===== config.mk =====
export PLATFORM = sky130hd
export DESIGN_NAME = sdes_round_engine
export DESIGN_NICKNAME = d
export VERILOG_FILES = /design/src/rtl/sdes_round_engine.sv
export SDC_FILE = /design/constraint.sdc
export NUM_CORES = 1
export LEC_CHECK = 0
export CAP_MARGIN = 20
export CELL_PAD_IN_SITES_DETAIL_PLACEMENT = 1
export CELL_PAD_IN_SITES_GLOBAL_PLACEMENT = 1
export CORE_MARGIN = 5
export CORE_UTILIZATION = 41
export DETAILED_ROUTE_END_ITERATION = 8
export PLACE_DENSITY_LB_ADDON = 0.1
export SYNTH_ARGS = -nofsm -noshare
export SYNTH_HDL_FRONTEND = slang
export SYNTH_SLANG_ARGS = --single-unit
export TNS_END_PERCENT = 100

===== constraint.sdc =====
create_clock -name clk -period 6.25 [get_ports clk]
set_input_delay 0.625 -clock clk [delete_from_list [all_inputs] [get_ports clk]]
set_output_delay 0.625 -clock clk [all_outputs]
set_load 0.05 [all_outputs]

===== src/rtl/sdes_round_engine.sv =====
`default_nettype none
// sdes_round_engine: iterative S-DES, IP -> fk(Ka) -> SW -> fk(Kb) -> IP^-1, one fk round per clock.
// Defining SDES_KEY_CACHE_EN adds key_load and a cached K1/K2 schedule.

module sdes_s0_box (
  input  logic [0:3] din,
  output logic [0:1] dout
);
  // Row is outer bits (1,4), column is inner bits (2,3).
  always_comb begin
    dout = 2'd0;
    case ({din[0], din[3], din[1], din[2]})
      4'd0:  dout = 2'd1;
      4'd1:  dout = 2'd0;
      4'd2:  dout = 2'd3;
      4'd3:  dout = 2'd2;
      4'd4:  dout = 2'd3;
      4'd5:  dout = 2'd2;
      4'd6:  dout = 2'd1;
      4'd7:  dout = 2'd0;
      4'd8:  dout = 2'd0;
      4'd9:  dout = 2'd2;
      4'd10: dout = 2'd1;
      4'd11: dout = 2'd3;
      4'd12: dout = 2'd3;
      4'd13: dout = 2'd1;
      4'd14: dout = 2'd3;
      4'd15: dout = 2'd2;
      default: dout = 2'd0;
    endcase
  end
endmodule

module sdes_s1_box (
  input  logic [0:3] din,
  output logic [0:1] dout
);
  always_comb begin
    dout = 2'd0;
    case ({din[0], din[3], din[1], din[2]})
      4'd0:  dout = 2'd0;
      4'd1:  dout = 2'd1;
      4'd2:  dout = 2'd2;
      4'd3:  dout = 2'd3;
      4'd4:  dout = 2'd2;
      4'd5:  dout = 2'd0;
      4'd6:  dout = 2'd1;
      4'd7:  dout = 2'd3;
      4'd8:  dout = 2'd3;
      4'd9:  dout = 2'd0;
      4'd10: dout = 2'd1;
      4'd11: dout = 2'd0;
      4'd12: dout = 2'd2;
      4'd13: dout = 2'd1;
      4'd14: dout = 2'd0;
      4'd15: dout = 2'd3;
      default: dout = 2'd0;
    endcase
  end
endmodule

module sdes_round_engine (
  input  logic       clk,
  input  logic       rst,
  input  logic       in_valid,
  output logic       in_ready,
  input  logic [0:7] in_block,
  input  logic [0:9] in_key,
  input  logic       in_decrypt,
`ifdef SDES_KEY_CACHE_EN
  input  logic       key_load,
`endif
  output logic       out_valid,
  input  logic       out_ready,
  output logic [0:7] out_block
);
  typedef enum logic [1:0] {
    IDLE = 2'd0,
    R1   = 2'd1,
    R2   = 2'd2,
    DONE = 2'd3
  } state_t;

  state_t state, state_nxt;

  function automatic logic [0:7] p8(input logic [0:9] x);
    return {x[5], x[2], x[6], x[3], x[7], x[4], x[9], x[8]};
  endfunction

  // Returns {K1, K2}; K2 uses two further left rotations of each half.
  function automatic logic [0:15] key_sched(input logic [0:9] k);
    logic [0:9] p;
    logic [0:4] l1, r1, l2, r2;
    p  = {k[2], k[4], k[1], k[6], k[3], k[9], k[0], k[8], k[7], k[5]};
    l1 = {p[1:4], p[0]};
    r1 = {p[6:9], p[5]};
    l2 = {l1[2:4], l1[0:1]};
    r2 = {r1[2:4], r1[0:1]};
    return {p8({l1, r1}), p8({l2, r2})};
  endfunction

  function automatic logic [0:7] ip(input logic [0:7] b);
    return {b[1], b[5], b[2], b[0], b[3], b[7], b[4], b[6]};
  endfunction

  function automatic logic [0:7] ip_inv(input logic [0:7] b);
    return {b[3], b[0], b[2], b[4], b[6], b[1], b[7], b[5]};
  endfunction

  function automatic logic [0:7] ep(input logic [0:3] x);
    return {x[3], x[0], x[1], x[2], x[1], x[2], x[3], x[0]};
  endfunction

  function automatic logic [0:3] p4(input logic [0:3] s);
    return {s[1], s[3], s[2], s[0]};
  endfunction

  logic [0:3]  l, r;
  logic [0:7]  ka, kb;
  logic [0:7]  k1_new, k2_new, k1_use, k2_use;
  logic [0:7]  round_key, ep_x;
  logic [0:1]  s0_out, s1_out;
  logic [0:3]  f_out, l_mixed;

  assign {k1_new, k2_new} = key_sched(in_key);

`ifdef SDES_KEY_CACHE_EN
  logic [0:7] k1_cache, k2_cache;

  always_ff @(posedge clk) begin
    if (rst) begin
      k1_cache <= 8'h00;
      k2_cache <= 8'h00;
    end else if (state == IDLE && key_load) begin
      k1_cache <= k1_new;
      k2_cache <= k2_new;
    end
  end

  // A key loaded in the same cycle as a block takes effect for that block.
  assign k1_use = key_load ? k1_new : k1_cache;
  assign k2_use = key_load ? k2_new : k2_cache;
`else
  assign k1_use = k1_new;
  assign k2_use = k2_new;
`endif

  assign round_key = (state == R1) ? ka : kb;
  assign ep_x      = ep(r) ^ round_key;

  sdes_s0_box u_s0 (.din(ep_x[0:3]), .dout(s0_out));
  sdes_s1_box u_s1 (.din(ep_x[4:7]), .dout(s1_out));

  assign f_out   = p4({s0_out, s1_out});
  assign l_mixed = l ^ f_out;

  always_ff @(posedge clk) begin
    if (rst) state <= IDLE;
    else     state <= state_nxt;
  end

  always_comb begin
    state_nxt = state;
    in_ready  = 1'b0;
    case (state)
      IDLE: begin
        in_ready = 1'b1;
        if (in_valid) state_nxt = R1;
      end
      R1:   state_nxt = R2;
      R2:   state_nxt = DONE;
      DONE: if (out_ready) state_nxt = IDLE;
      default: state_nxt = IDLE;
    endcase
  end

  always_ff @(posedge clk) begin
    if (rst) begin
      l         <= 4'h0;
      r         <= 4'h0;
      ka        <= 8'h00;
      kb        <= 8'h00;
      out_block <= 8'h00;
      out_valid <= 1'b0;
    end else begin
      case (state)
        IDLE: if (in_valid) begin
          {l, r} <= ip(in_block);
          ka     <= in_decrypt ? k2_use : k1_use;
          kb     <= in_decrypt ? k1_use : k2_use;
        end
        R1: begin
          l <= r;
          r <= l_mixed;
        end
        R2: begin
          l         <= l_mixed;
          out_block <= ip_inv({l_mixed, r});
          out_valid <= 1'b1;
        end
        DONE: if (out_ready) out_valid <= 1'b0;
        default: ;
      endcase
    end
  end
endmodule
`default_nettype wire


== Word level (Yosys, flattened, before mapping) ==
Memory sizes are Yosys's and may differ from the RTL's.
Cells that the tools add are included.
Widths: inputs -> output; s select.

* Equal/unequal tests: 5
* Mux-type cells: 13
* Bitwise operators: 2
* Reduce and logical (&&, ||, !) cells: 9

{| class="wikitable"
|+ Operators with widths
! cell !! count
|-
| $mux 8 || 3
|-
| $pmux 4 s3 || 1
|-
| $reduce_and 2->1 || 5
|-
| $mux 4 || 2
|-
| $pmux 2 s4 || 1
|-
| $pmux 4 s2 || 1
|-
| $xor 8x8->8 || 1
|-
| $eq 2x2->1 const B || 2
|-
| $mux 2 || 2
|-
| $ne 2x2->1 const B || 2
|-
| $reduce_bool 2->1 || 2
|-
| $xor 4x4->4 || 1
|-
| $reduce_bool 3->1 || 1
|-
| $eq 2x1->1 const B || 1
|-
| $logic_not 2->1 || 1
|-
| $mux 1 || 2
|-
| $pmux 1 s2 || 1
|}

* Flip-flop bits (word level): 35
* ROM bits: 64
* Logic and storage cells: 38
* Memories kept: 2

{| class="wikitable"
|+ Memory list
! name !! depth !! bits a word !! read ports !! clocked after Yosys merged registers in !! wr ports !! line !! source
|-
| (name not given) || 16 || 2 || 1 || 0 || 0 || 12 || <nowiki>case ({din[0], din[3], din[1], din[2]})</nowiki>
|-
| (name not given) || 16 || 2 || 1 || 0 || 0 || 40 || <nowiki>case ({din[0], din[3], din[1], din[2]})</nowiki>
|}

== Logic depth before layout (Yosys ltp) ==
An unclocked memory read counts as a cell.

* Word-level depth: 6
* Depth in mapped cells: 12
* Gate-level depth less buffers: 11

== By module ==
A second synthesis with hierarchy kept.

* Cell total of the unflattened synthesis: 218
* Area, all modules: 1953.1 um^2

{| class="wikitable"
|+ By module, submodules not included
! module !! instances !! cells each !! area each (um^2)
|-
| sdes_round_engine || 1 || 201 || 1813.0
|-
| sdes_s1_box || 1 || 9 || 73.8
|-
| sdes_s0_box || 1 || 8 || 66.3
|}

== Least setup slack after synthesis ==
Ideal clock, no wire load.

* Path kind: reg2reg
* From: register state[1]
* To: register r[2] (netlist bit)
* Arrival time: 2.115 ns
* Slack: 4.060 ns
* Stages on the path, launching flop included: 13
* Buffers on the path: 1
* Path through: dfxtp_1 -> inv_1 -> ha_1 -> buf_6 -> mux2i_1 -> xnor2_1 -> inv_1 -> ha_1 -> mux2i_1 -> mux2i_1 -> xnor2_1 -> or3_1 -> a31oi_1

* Cells in the longest elaborated chain, start to end: 6

{| class="wikitable"
|+ Ends and longest elaborated chain
! what !! line !! source
|-
| start, declared || 84 || <nowiki>state_t state, state_nxt;</nowiki>
|-
| start signal, assigned || 159 || <nowiki>else state <= state_nxt;</nowiki>
|-
| $eq 2x1->1 || 148, 186 ||
|-
| $mux 8 || 148 || <nowiki>assign round_key = (state == R1) ? ka : kb;</nowiki>
|-
| $xor 8x8->8 || 149 || <nowiki>assign ep_x = ep(r) ^ round_key;</nowiki>
|-
| $mem_v2 16x2 || -- ||
|-
| $xor 4x4->4 || 155 || <nowiki>assign l_mixed = l ^ f_out;</nowiki>
|-
| $pmux 4 s2 || 186 || <nowiki>case (state)</nowiki>
|-
| end signal, assigned || 188 || <nowiki>{l, r} <= ip(in_block);</nowiki>
|-
| end signal, assigned || 194 || <nowiki>r <= l_mixed;</nowiki>
|-
| end, declared || 118 || <nowiki>logic [0:3] l, r;</nowiki>
|}

Parallel ways exist; a longest one is shown, timed or not.
A chain may end at the register's enable or synchronous reset.

== Worst setup path after layout ==
* From: register state[0]
* To: register r[2] (netlist bit)

Same word-level chain as after synthesis.

==> implementation parameters <==
Parameter                              Value

Status
  Outcome    finished, final reports clean

STA
  Worst Clk Skew    a little under 0.006 ns
  Fin crit share    ~46%
  Final count of pins violating max slew    0
  Least-Margin Pin Slew    0.798 ns
  Total Neg Setup Slack    0 ns
  Fmax achieved    around 350 MHz
  Worst max-slew margin expressed relative to the limit    around 47%
  Number of setup violations in the final report    0
  Final number of hold-violating endpoints    0
  RSZ-0062 raised after global routing    no
  Final period demand of the worst path    ~2.9 ns

Synth
  Number of distinct library cells after synthesis    34
  Synth Cell Area    about 1900 um^2
  Register bit count reported by yosys    35
  Count of flip-flops with a built-in enable after synthesis    0
  Ys async rst share    0%
  Post-synth top cells    38 x sky130_fd_sc_hd__nor2_1, 35 x sky130_fd_sc_hd__dfxtp_1, 21 x sky130_fd_sc_hd__mux2i_1
  Most numerous cell in the Yosys netlist    sky130_fd_sc_hd__nor2_1
  Dominant cells by area after synthesis    sky130_fd_sc_hd__dfxtp_1 38%, sky130_fd_sc_hd__mux2i_1 11%, sky130_fd_sc_hd__nor2_1 7.6%, sky130_fd_sc_hd__xnor2_1 4.7%, sky130_fd_sc_hd__a21oi_1 4.3%
  Register area share after synthesis    about 38%
  Leading area contributor after synthesis    sky130_fd_sc_hd__dfxtp_1
  Mean instance size in the synthesized netlist    slightly above 8 um^2
  Count of yosys warnings during synthesis    0
  Post-synthesis cell count    ~230
  Commonest register cell after synthesis    sky130_fd_sc_hd__dfxtp_1
  Post-synth net total    between 200 and 300
  Proportion of netlist area held by the largest area contributor    a little under two fifths

Setup path
  Most common cell on crit path    sky130_fd_sc_hd__mux2i_1
  Cell at the slowest stage of the critical path    sky130_fd_sc_hd__ha_1
  Family of cells with the greatest summed delay on the critical path    adder cells
  Crit path kind    flip-flop to flip-flop
  Data arrival time of the critical path    around 3.1 ns
  Largest fanout of any net on the critical path    17
  Worst-path cell chain    ha_1 -> mux2i_1 -> xnor2_1 -> inv_1 -> ha_1 -> mux2i_1 -> mux2i_1 -> xnor2_1 -> or3_1 -> a31oi_1
  Critical path startpoint    state[0]$_SDFFE_PP0P_
  Slowest cell delay on critical path    about 0.71 ns
  Startpoint types    flip-flop
  Crit end category    flip-flop
  Buffers & Inverters on Critical Path    1
  CP required    ~6.5 ns
  Reg-to-reg startpoint    state[0]$_SDFFE_PP0P_

Die
  Top Ports    33
  Floorplan die area    6000 um^2
  Core Box Area    ~4400 um^2
  Die extent in x    a little under 80 um
  Starting utilization of the core area    42.6%
  Number of rows in the core area    24
  Vertical die dimension    between 70 and 80 um

Worst hold path
  Launch point of the worst hold path    out_block[0]$_SDFFE_PP0P_
  Worst hold-check path type    flip-flop to flip-flop

Route
  Number of nets with antenna violations after routing    0
  Number of violations reported at the end of detailed-routing iteration 0    between 40 and 50
  DR vias    around 1600
  Average wire per standard cell    15.1 um
  Drt drc    0
  Length of the first detailed-routing pass in iterations    4
  Post-DR vias/cell    5.35
  Total Routed Length    between 4 and 5 mm

Power and ir drop
  Clock share of power    approximately an eighth
  Cell-internal power    just under 0.7 mW
  Proportion of power drawn by flip-flops and latches    28.5%
  Combinational Power Share    59.1%
  P_sw    0.602 mW
  Peak ir drop on the vdd network    between 0.2 and 0.25 mV
  Sw frac    between 40% and 50%
  Overall power    ~1.3 mW
  Static leakage    ~0.86 nW
  Power per cell area    approximately 560 nW/um^2

Clock tree
  Clock latency on the worst-skew pair    between 0.2 and 0.3 ns
  CTS resizes    0
  Deepest clock path buffer count    2
  Post-CTS setup-driven buffer insertion count    0
  Clock-pin slew reported for the worst setup and hold paths after clock tree synthesis    roughly 0.070 ns
  Number of buffers added by the clock tree synthesis step    5
  Cell at the root of the clock tree    sky130_fd_sc_hd__clkbuf_8
  Clock Sinks    35
  Count of hold-fix buffers inserted at cts    0
  Clock tree from TritonCTS    yes
  H-tree depth    2

Placement
  Number of I/O port buffers    32
  Post-detail-place hpwl    approximately 3.4 mm
  Last weighted congestion value of the routability-driven placer    around 0.75

Global route
  Pin count of the biggest net entering global routing    36
  Total overflow reported by the global router    0
  First-pass GRT wire length    7.96 mm
  Antenna violations before repair    0
  GRT Overall Usage    about 16%
  Via count of the first global-routing pass    approximately 1700

Layout
  Number of nets at the end of the flow    281
  Ant diodes    0
  Fraction of layout instances using a drive strength above 1    around 3.9%
  Area delta synth->final    22.6%

Flow run
  Max capacitance violation total    0
path summary, 6_finish.rpt:
check                              end  slack [ns]  cells after the start
max                  r[2]$_SDFFE_PP0P_        3.35                     10
min reg2reg  out_block[0]$_SDFFE_PP0P_        0.49                      2
max reg2reg          r[2]$_SDFFE_PP0P_        3.35                     10
min          out_block[0]$_SDFFE_PP0P_        0.49                      2
cells in the final DEF, fill, tap and decap left out:
master	Yosys	layout
sky130_fd_sc_hd__nand3_1	6	6
sky130_fd_sc_hd__nand2_1	15	15
sky130_fd_sc_hd__clkdlybuf4s50_1	0	32
sky130_fd_sc_hd__o32ai_2	1	1
sky130_fd_sc_hd__nand4_1	1	1
sky130_fd_sc_hd__nor4b_1	1	1
sky130_fd_sc_hd__nor3_1	8	8
sky130_fd_sc_hd__clkbuf_1	9	2
sky130_fd_sc_hd__or3_1	1	1
sky130_fd_sc_hd__ha_1	5	5
sky130_fd_sc_hd__mux2i_1	21	21
sky130_fd_sc_hd__xnor2_2	1	1
sky130_fd_sc_hd__clkbuf_8	0	5
sky130_fd_sc_hd__a211oi_1	8	8
sky130_fd_sc_hd__o22ai_1	4	4
sky130_fd_sc_hd__nand3b_1	1	1
sky130_fd_sc_hd__or2_1	1	1
sky130_fd_sc_hd__buf_4	1	2
sky130_fd_sc_hd__nor2b_1	5	5
sky130_fd_sc_hd__inv_1	10	10
sky130_fd_sc_hd__o32ai_1	2	2
sky130_fd_sc_hd__clkinv_2	0	1
sky130_fd_sc_hd__xnor2_1	10	10
sky130_fd_sc_hd__xor2_1	2	2
sky130_fd_sc_hd__dfxtp_1	35	35
sky130_fd_sc_hd__nor2_1	38	38
sky130_fd_sc_hd__nand2b_1	6	6
sky130_fd_sc_hd__a21oi_1	16	16
sky130_fd_sc_hd__a221oi_1	1	1
sky130_fd_sc_hd__o21ai_0	4	4
sky130_fd_sc_hd__o221ai_1	1	1
sky130_fd_sc_hd__a31oi_1	2	2
sky130_fd_sc_hd__a22oi_1	1	1
sky130_fd_sc_hd__a311oi_1	4	4
sky130_fd_sc_hd__a211o_1	1	1
worst reg2reg max path, delay by kind of cell (launching register included):
| family | cells | cell delay, ns |
|---|---|---|
| AOI/OAI and AO/OA | 1 | 0.16 |
| xor gates and xnor gates | 2 | 0.50 |
| adders and majority gates | 2 | 0.90 |
| buffers and inverters | 1 | 0.09 |
| DFF | 1 | 0.40 |
| muxes | 3 | 0.46 |
| and+or+nand+nor | 1 | 0.32 |
registers in the layout, indices dropped and copies added (netlist names):
signal / cells
r: 4
kb: 8
out_block: 8
out_valid: 1
ka: 8
l: 4
state: 2
stage by stage:
stage	util, %	worst slack [ns]	instances	area (um^2)	hold slack, ns
finish	52.2	3.35	306	2290	0.491
CTS	52.2	3.32	306	2290	0.494
detailed placement	50.3	3.37	298	2210	0.482
floorplan	-	4.06	225	1870	0.468
global placement	50.3	3.53	298	2210	0.474
global route	52.2	3.08	306	2290	0.513
cells by family after synthesis:
group           share of synthesized area, %
simple gates                            20.0
compound gates                          16.1
xor+xnor                                6.51
mux                                     11.3
fa+ha+maj                               3.35
buf+inv                                 5.23
flops                                   37.6
layout make-up:
type,instances,area (um^2)
Fill cell,527,2100
Multi-Input combinational cell,167,1070
Sequential cell,35,701
Timing Repair Buffer,34,335
Clock buffer,7,76.3
Tap cell,52,65.1
Inverter,10,37.5
Clock inverter,1,5.00
layer usage:
metal	global-route usage [%]	wire length, um	share of wire [%]
met1	19.2	2200	48
met3	3.82	181	3.9
met2	28.5	2180	47
met4	5.67	55	1.2
met5	0	0	0
power by group through the flow:
stage	clock [mW]	sequential (mW)	combinational, mW
detailed placement	0	0.372	0.760
floorplan	0	0.403	0.544
CTS	0.163	0.367	0.766
global route	0.173	0.377	0.843
finish	0.160	0.365	0.759
global placement	0	0.370	0.738
Note: power is estimated with default switching activity, not from simulation.
